### src/rtl/cfg_lock_pkg.sv
// Shared types and constants for cfg_lock_programmer.
package cfg_lock_pkg;

    localparam int CFG_DW_DEFAULT = 16;

    localparam logic [1:0] ERR_NONE   = 2'd0;
    localparam logic [1:0] ERR_VERIFY = 2'd1;
    localparam logic [1:0] ERR_PROBE  = 2'd2;

    typedef enum logic [3:0] {
        IDLE,
        LOAD,
        WRITE,
        CHECK,
        LOCK,
        PREAD,
        PWRITE,
        PCHECK,
        DONE,
        ERROR
    } state_t;

endpackage

### src/rtl/cfg_lock_programmer.sv
// Boot-time programmer: write, verify, then lock each register of a lockable bank.
// Define CFG_LOCK_PROBE_EN to add a per-register lock probe (forbidden write + readback).
module cfg_lock_programmer
    import cfg_lock_pkg::*;
#(
    parameter int DW       = CFG_DW_DEFAULT,
    parameter int NUM_REGS = 4,
    parameter int AW       = (NUM_REGS > 1) ? $clog2(NUM_REGS) : 1
) (
    input  logic          Clk,
    input  logic          reset,
    input  logic          start,
    input  logic          cfg_valid,
    output logic          cfg_ready,
    input  logic [DW-1:0] cfg_data,
    output logic [AW-1:0] reg_addr,
    output logic [DW-1:0] reg_wdata,
    output logic          reg_write,
    output logic          reg_lock,
    input  logic [DW-1:0] reg_rdata,
    output logic          busy,
    output logic          done,
    output logic          error,
    output logic [1:0]    err_code,
    output logic [AW-1:0] err_addr
);

    localparam logic [AW-1:0] LAST_ADDR = AW'(NUM_REGS - 1);

    state_t        state_reg, state_next;
    logic [AW-1:0] addr_reg, addr_next;
    logic [DW-1:0] data_reg, data_next;
    logic [1:0]    err_code_reg, err_code_next;
    logic [AW-1:0] err_addr_reg, err_addr_next;
`ifdef CFG_LOCK_PROBE_EN
    logic [DW-1:0] shadow_reg, shadow_next;
`endif

    logic at_last;
    assign at_last = (addr_reg == LAST_ADDR);

    always_ff @(posedge Clk or posedge reset) begin
        if (reset) begin
            state_reg    <= IDLE;
            addr_reg     <= '0;
            data_reg     <= '0;
            err_code_reg <= ERR_NONE;
            err_addr_reg <= '0;
`ifdef CFG_LOCK_PROBE_EN
            shadow_reg   <= '0;
`endif
        end else begin
            state_reg    <= state_next;
            addr_reg     <= addr_next;
            data_reg     <= data_next;
            err_code_reg <= err_code_next;
            err_addr_reg <= err_addr_next;
`ifdef CFG_LOCK_PROBE_EN
            shadow_reg   <= shadow_next;
`endif
        end
    end

    always_comb begin
        state_next    = state_reg;
        addr_next     = addr_reg;
        data_next     = data_reg;
        err_code_next = err_code_reg;
        err_addr_next = err_addr_reg;
`ifdef CFG_LOCK_PROBE_EN
        shadow_next   = shadow_reg;
`endif
        case (state_reg)
            IDLE, DONE, ERROR: begin
                if (start) begin
                    state_next    = LOAD;
                    addr_next     = '0;
                    err_code_next = ERR_NONE;
                    err_addr_next = '0;
                end
            end
            LOAD: begin
                if (cfg_valid) begin
                    data_next  = cfg_data;
                    state_next = WRITE;
                end
            end
            WRITE: state_next = CHECK;
            CHECK: begin
                if (reg_rdata != data_reg) begin
                    state_next    = ERROR;
                    err_code_next = ERR_VERIFY;
                    err_addr_next = addr_reg;
                end else if (at_last) begin
                    state_next = LOCK;
                    addr_next  = '0;
                end else begin
                    state_next = LOAD;
                    addr_next  = addr_reg + AW'(1);
                end
            end
            LOCK: begin
                if (at_last) begin
`ifdef CFG_LOCK_PROBE_EN
                    state_next = PREAD;
                    addr_next  = '0;
`else
                    state_next = DONE;
`endif
                end else begin
                    addr_next = addr_reg + AW'(1);
                end
            end
`ifdef CFG_LOCK_PROBE_EN
            PREAD: begin
                shadow_next = reg_rdata;
                state_next  = PWRITE;
            end
            PWRITE: state_next = PCHECK;
            // Any change after the inverted write means the lock was bypassed.
            PCHECK: begin
                if (reg_rdata != shadow_reg) begin
                    state_next    = ERROR;
                    err_code_next = ERR_PROBE;
                    err_addr_next = addr_reg;
                end else if (at_last) begin
                    state_next = DONE;
                end else begin
                    state_next = PREAD;
                    addr_next  = addr_reg + AW'(1);
                end
            end
`endif
            default: state_next = IDLE;
        endcase
    end

    assign cfg_ready = (state_reg == LOAD);
    assign reg_lock  = (state_reg == LOCK);
    assign busy      = (state_reg != IDLE) && (state_reg != DONE) && (state_reg != ERROR);
    assign done      = (state_reg == DONE);
    assign error     = (state_reg == ERROR);
    assign reg_addr  = addr_reg;
    assign err_code  = err_code_reg;
    assign err_addr  = err_addr_reg;

`ifdef CFG_LOCK_PROBE_EN
    assign reg_write = (state_reg == WRITE) || (state_reg == PWRITE);
    assign reg_wdata = (state_reg == PWRITE) ? ~shadow_reg : data_reg;
`else
    assign reg_write = (state_reg == WRITE);
    assign reg_wdata = data_reg;
`endif

endmodule

### config.mk
export PLATFORM = sky130hd
export DESIGN_NAME = cfg_lock_programmer
export DESIGN_NICKNAME = d
export VERILOG_FILES = /design/src/rtl/cfg_lock_pkg.sv /design/src/rtl/cfg_lock_programmer.sv
export SDC_FILE = /design/constraint.sdc
export NUM_CORES = 1
export LEC_CHECK = 0
export BUFFER_PORTS_ARGS = -buffer_cell sky130_fd_sc_hd__buf_4
export CORE_ASPECT_RATIO = 0.7
export CORE_UTILIZATION = 45
export DETAILED_ROUTE_END_ITERATION = 7
export PLACE_DENSITY = 0.77
export SLEW_MARGIN = 10
export SYNTH_ARGS = -nofsm -noshare
export SYNTH_HDL_FRONTEND = slang
export SYNTH_SLANG_ARGS = --single-unit
### constraint.sdc
create_clock -name Clk -period 2.2 [get_ports Clk]
set_input_delay 0.11 -clock Clk [delete_from_list [all_inputs] [get_ports Clk]]
set_output_delay 0.11 -clock Clk [all_outputs]
set_load 0.05 [all_outputs]
==> results.yml, run 1 <==
drt:
  dr.pass1.iters: 4
  drtIter0Drc: 57
  vias: 1109
  drtAntennaViolNets: 0
  drt-wirelength-per-cell_um: 14.43
  avgViaCountPerCell: 5.207
  drc: 0
  routed_wl_um: 3073
final_layout:
  syn2layout_area_growth_pct: 39.28
  final_common_cell: "buf_4"
  final_cell_mix: "62 x buf_4, 25 x dfrtp_1, 17 x mux2_2"
  largest_register_ff_count: 16
  num-fill-cells: 226
  final_nets: 215
  drive_gt1_frac: 0.5480
  stdcell_area_mm2: 0.001926
  diodes: 0
setup_path:
  path_delay_family: "simple AND/OR/NAND/NOR gates"
  timing.rr.end: "err_addr[0]"
  rr_startpoint: "reg_wdata[6]"
  start_kind: "flop"
  cp.required_ns: 2.36
  r2r_slack_ns: 0.44
  crit_chain: "xnor2_1 > nand4_1 > nor4_4 > nor2_2 > a211o_1"
  reg2regPathDepth: 5
  cp.arrival_ns: 1.92
  slowest_stage: "nor4_4"
  crit_buf_inv: 0
  cpPeakStageDelay_ns: 0.43
  path_max_fanout: 6
  worstSetupPathType: "flop to flop"
  end_kind: "flop"
synth:
  syn_nets: 150
  synthArstFlopShare: 1.000
  yosys.cell_types.count: 39
  synth-edff-count: 0
  syn_area_per_cell_um2: 12.24
  netlist_area_mm2: 0.001383
  synth_seq_cells: 25
  synthXorXnorAreaFrac: 0.1014
  synth-main-ff-cell: "dfrtp_1"
  yosys.area_share.adder: 0.009050
  synthSimpleGateAreaFrac: 0.2009
  yosysSeqAreaShare: 0.4525
  synth_top_family_by_area: "simple AND/OR/NAND/NOR gates"
  ys_warn_count: 0
  synth-compound-area-share: 0.07602
  synthMuxAreaShare: 0.1385
  netlist_instances: 113
floorplanning:
  row_count: 16
  io_pins: 64
  die-area_mm2: 0.003302
  core-area_mm2: 0.002863
  die_y_um: 48.38
  die_w_um: 68.25
  start_util: 0.4830
grt:
  antenna_found_initial: 0
  grt_use_met2: 0.3284
  use_met3: 0.05189
  groute.usage.overall: 0.1995
  gr-total-overflow: 0
  grt_pass1_wl_um: 4864
  use_met1: 0.2585
  grt_max_degree: 26
  busiest_layer: "met2"
  grt_pass1_vias: 1074
cts:
  cts_resized: 0
  cts_hold_buf: 0
  clk_path_buf_depth: 2
  path_clk_slew_ns: 0.08
  ctsRootBufferMaster: "clkbuf_8"
  cts_tree: "done"
  cts.sinks: 25
  cts-buffers-inserted: 3
  clk_latency_ns: 0.27
  cts_setup_buffers: 0
  h-tree-depth: 1
power:
  cellPowerDensity_mw_per_mm2: 1746
  pwr-share-clk: 0.081
  p_switching_mw: 1.721
  vdd_ir_drop_max_uv: 904.3
  total_power_mw: 3.362
  p_seq_frac: 0.276
  power_frac_comb: 0.644
  leakage_nw: 0.9197
  p_int_mw: 1.641
  sw_frac_of_total: 0.5119
sta:
  fin_worst_skew_ns: 0.001801
  setup_violations: 0
  worstMarginPinSlew_ns: 0.9621
  maxSlewViolCount: 0
  hold_ws_ns: 0.06031
  min_period_over_period: 0.8004
  finalSetupTns_ns: 0
  max_freq_ghz: 0.5679
  finalCriticalPeriod_ns: 1.761
  rsz0062_at_grt: "no"
  slew_headroom: 0.3579
  timing_hold_violations_final: 0
min_path:
  hold_class: "input pin to async pin"
job:
  cap_violations: 0
placed_design:
  gp_congestion: 0.8001
  dp.final_hpwl_um: 2456
  place_area_mm2: 0.001881
  io_buffers: 62
run_status:
  status: "finished clean"
-- metrics by stage --
step | worst slack (ns) | utilization | instances
6_report | 0.4391 | 0.6726 | 213
5_1_grt | 0.3468 | 0.6726 | 213
4_1_cts | 0.4390 | 0.6726 | 213
3_5_place_dp | 0.4524 | 0.6569 | 209
3_3_place_gp | 0.5355 | 0.6569 | 209
2_1_floorplan | 0.2286 | - | 113
-- kinds of logic after synthesis --
group	after synthesis
simple gates	36
flops	25
mux	17
xor+xnor	16
compound gates	13
buf+inv	4
fa+ha+maj	1
other cells	1
-- worst max path at each step --
stage | start | endpoint | slack [ns] | depth (start not counted)
global route | reg_wdata[6] | err_addr[0] | 0.35 | 5
CTS | reg_wdata[6] | err_addr[0] | 0.44 | 5
global placement | reg_wdata[6] | err_addr[1] | 0.54 | 5
finish | reg_wdata[6] | err_addr[0] | 0.44 | 5
floorplan | state_reg[0] | state_reg[0] | 0.23 | 4
detailed placement | reg_wdata[6] | err_addr[0] | 0.45 | 5
-- power groups by stage --
stage	Clock [mW]	Combinational (mW)	Sequential [mW]
2_1_floorplan	0	0.954	1.56
3_3_place_gp	0	2.13	0.921
3_5_place_dp	0	2.18	0.936
4_1_cts	0.283	2.18	0.926
5_1_grt	0.300	2.28	0.963
6_report	0.271	2.16	0.927
-- cell type report --
| cell class | count | area (um2) | area share |
|---|---|---|---|
| well taps | 36 | 45.04 | 0.02339 |
| repair buffers | 62 | 465.4 | 0.2417 |
| clock buffers | 4 | 45.04 | 0.02339 |
| inverters | 2 | 7.507 | 0.003899 |
| multi-input cells | 84 | 737.0 | 0.3827 |
| flip-flops and latches | 25 | 625.6 | 0.3249 |
-- layer usage --
layer / vias to the layer above / wire length, um
li1: 533 / -
met1: 533 / 1322
met2: 38 / 1570
met3: 5 / 150
met4: 0 / 29
met5: - / 0
-- synthesized netlist by cell type, types with 2 or more instances --
library cell | instances | area share
a211o_1 | 2 | 0.013
and3_2 | 2 | 0.011
nor2_1 | 6 | 0.016
nand4_1 | 4 | 0.018
nor3b_1 | 2 | 0.011
nor2_4 | 2 | 0.016
dfrtp_1 | 25 | 0.45
mux2_2 | 17 | 0.14
a21o_1 | 2 | 0.011
nand2_1 | 3 | 0.0081
o211ai_1 | 2 | 0.011
inv_1 | 2 | 0.0054
xnor2_1 | 16 | 0.10
o2bb2ai_1 | 2 | 0.013
nor3_1 | 2 | 0.0072
No activity file was read; power rests on OpenSTA's default activity.
==> inputs of run 2 (changes only) <==
--- a/config.mk
+++ b/config.mk
@@ -7,9 +7,9 @@
 export LEC_CHECK = 0
 export BUFFER_PORTS_ARGS = -buffer_cell sky130_fd_sc_hd__buf_4
 export CORE_ASPECT_RATIO = 0.7
-export CORE_UTILIZATION = 45
+export CORE_UTILIZATION = 42
 export DETAILED_ROUTE_END_ITERATION = 7
-export PLACE_DENSITY = 0.77
+export PLACE_DENSITY = 0.76
 export SLEW_MARGIN = 10
 export SYNTH_ARGS = -nofsm -noshare
 export SYNTH_HDL_FRONTEND = slang
==> constraint.sdc (replaced) <==
create_clock -name Clk -period 1.6 [get_ports Clk]
set_input_delay 0.08 -clock Clk [delete_from_list [all_inputs] [get_ports Clk]]
set_output_delay 0.08 -clock Clk [all_outputs]
set_load 0.05 [all_outputs]
==> run 2 against run 1 <==
- the run now ends with DRC, setup timing left
- worst hold slack lost 0.028 ns
- via count grew 9.9%
- sequential share of layout area shrank 3.9 points
- first-iteration DRC count shrank 35%
- clock power grew 42%
- worst setup slack lost 0.53 ns
- register-to-register slack lost 0.53 ns
- global-route usage grew 1.1 points
- core utilization grew 4.9 points
- flip-flop and latch count is the same
- combinational power grew 69%
- critical path depth grew 1
- largest cell class unchanged
- highest routed layer unchanged
==> results.yml, run 2 (synthesis results as in run 1) <==
run_status:
  status: "finished with violations"
  violations: "DRC, setup timing"
grt:
  grt_max_degree: 17
  gr-total-overflow: 0
  antenna_found_initial: 0
  groute.usage.overall: 0.2106
  grt_pass1_vias: 1222
  grt_pass1_wl_um: 5692
sta:
  rsz0062_at_grt: "yes"
  slew_headroom: 0.6232
  worstMarginPinSlew_ns: 0.5645
  timing_hold_violations_final: 0
  max_freq_ghz: 0.5905
  maxSlewViolCount: 0
  finalSetupTns_ns: -0.2657
  finalCriticalPeriod_ns: 1.693
  min_period_over_period: 1.058
  fin_worst_skew_ns: 0.001732
  worst_slack_ns: -0.09343
  setup_violations: 5
cts:
  path_clk_slew_ns: 0.09
  cts.sinks: 25
  ctsRootBufferMaster: "clkbuf_8"
  cts-buffers-inserted: 3
  cts_tree: "done"
  clk_latency_ns: 0.27
  h-tree-depth: 1
  clk_path_buf_depth: 2
power:
  p_int_mw: 2.772
  p_switching_mw: 2.567
  sw_frac_of_total: 0.4808
  power_frac_comb: 0.685
  leakage_nw: 1.092
  total_power_mw: 5.338
  p_seq_frac: 0.243
  pwr-share-clk: 0.072
  vdd_ir_drop_max_uv: 1204
  cellPowerDensity_mw_per_mm2: 2351
drt:
  drc: 6
  avgViaCountPerCell: 4.976
  drtAntennaViolNets: 0
  drt-wirelength-per-cell_um: 14.93
  routed_wl_um: 3658
  drtIter0Drc: 37
  dr.pass1.iters: 6
  vias: 1219
final_layout:
  largest_register_ff_count: 16
  final_common_cell: "buf_4"
  drive_gt1_frac: 0.7391
  fin_util: 0.7214
  syn2layout_area_growth_pct: 64.25
  diodes: 0
  num-fill-cells: 214
  final_nets: 245
  final_cell_mix: "89 x buf_4, 18 x dfrtp_2, 16 x mux2_2"
setup_path:
  cp.arrival_ns: 1.86
  crit_chain: "xnor2_1 > nand4_1 > nor4_4 > buf_4 > o211ai_1 > mux2_4"
  cp.required_ns: 1.76
  path_max_fanout: 2
  slowest_stage: "dfrtp_2"
  end_kind: "flop"
  cpPeakStageDelay_ns: 0.43
  start_kind: "flop"
  worstSetupPathType: "flop to flop"
floorplanning:
  row_count: 17
  start_util: 0.4392
  die-area_mm2: 0.003529
  core-area_mm2: 0.003148
  io_pins: 64
  die_w_um: 70.58
  die_y_um: 50.01
job:
  cap_violations: 0
min_path:
  hold_class: "input pin to flop"
placed_design:
  gp_congestion: 0.9164
  io_buffers: 62
  dp.final_hpwl_um: 2785
[run 2: cell types whose count changed in the layout (fill, tap and decap cells not counted), sizes merged]
| cell | change |
|---|---|
| clkinvlp | +1 |
| inv | -1 |
| dlygate4sd3 | +1 |
| buf | +29 |
[run 2: path summary, 6_finish.rpt]
check,end,cells past startpoint,slack (ns),start
max in group asynchronous,reg_wdata[6],4,0.58,reset
hold reg to reg,err_code[0],1,0.50,err_code[0]
min in group asynchronous,err_addr[1],3,0.41,reset
setup / recovery,state_reg[0],6,-0.09,reg_wdata[1]
setup reg to reg,state_reg[0],6,-0.09,reg_wdata[1]
hold / removal,reg_wdata[9],2,0.03,cfg_data[9]
[run 2: what timing repair did]
action / in CTS / in global routing
hold endpoints to repair: 13 / 0
pin swaps: 13 / 8
gates resized for setup: 3 / 9
hold buffers: 1 / 0
setup buffers: 5 / 6
endpoints found under the setup margin: 7 / 10
[run 2: worst max-delay path: cells and delay by family (launching register included)]
family / cells / cell delay [ns]
AND/OR/NAND/NOR: 2 / 0.47
buffers and inverters: 1 / 0.18
multiplexers: 1 / 0.27
AO/OA/AOI/OAI: 1 / 0.08
flip-flops: 1 / 0.43
XOR/XNOR: 1 / 0.15
[run 2: through the flow]
stage / hold slack [ns] / cells / worst slack [ns] / cell area, um2
global route: 0.02648 / 245 / -0.1597 / 2271
global placement: 0.1430 / 229 / -0.03829 / 2061
CTS: 0.02961 / 239 / -0.03896 / 2172
finish: 0.03198 / 245 / -0.09343 / 2271
detailed placement: 0.1663 / 229 / -0.06237 / 2061
floorplan: 0.1061 / 113 / -0.2999 / 1431
[run 2: power groups by stage]
stage / logic, mW / registers [mW] / clock network, mW
3_5_place_dp: 3.32 / 1.30 / 0
3_3_place_gp: 3.26 / 1.27 / 0
2_1_floorplan: 1.34 / 2.21 / 0
4_1_cts: 3.48 / 1.28 / 0.391
6_report: 3.66 / 1.30 / 0.384
5_1_grt: 3.85 / 1.33 / 0.416
[run 2: final cells by class]
| type | count | area (um2) | share of cell area |
|---|---|---|---|
| Sequential cell | 25 | 648.1 | 0.2854 |
| Tap cell | 38 | 47.55 | 0.02094 |
| Multi-Input combinational cell | 84 | 818.3 | 0.3603 |
| Clock buffer | 4 | 45.04 | 0.01983 |
| Timing Repair Buffer | 92 | 700.7 | 0.3085 |
| Inverter | 2 | 11.26 | 0.004959 |
[run 2: layer usage]
metal | wire, um | vias up | global-route usage
met5 | 0 | - | 0
met4 | 45 | 0 | 0.06667
met2 | 1824 | 25 | 0.3560
met1 | 1667 | 588 | 0.2680
li1 | - | 602 | -
met3 | 121 | 4 | 0.05112
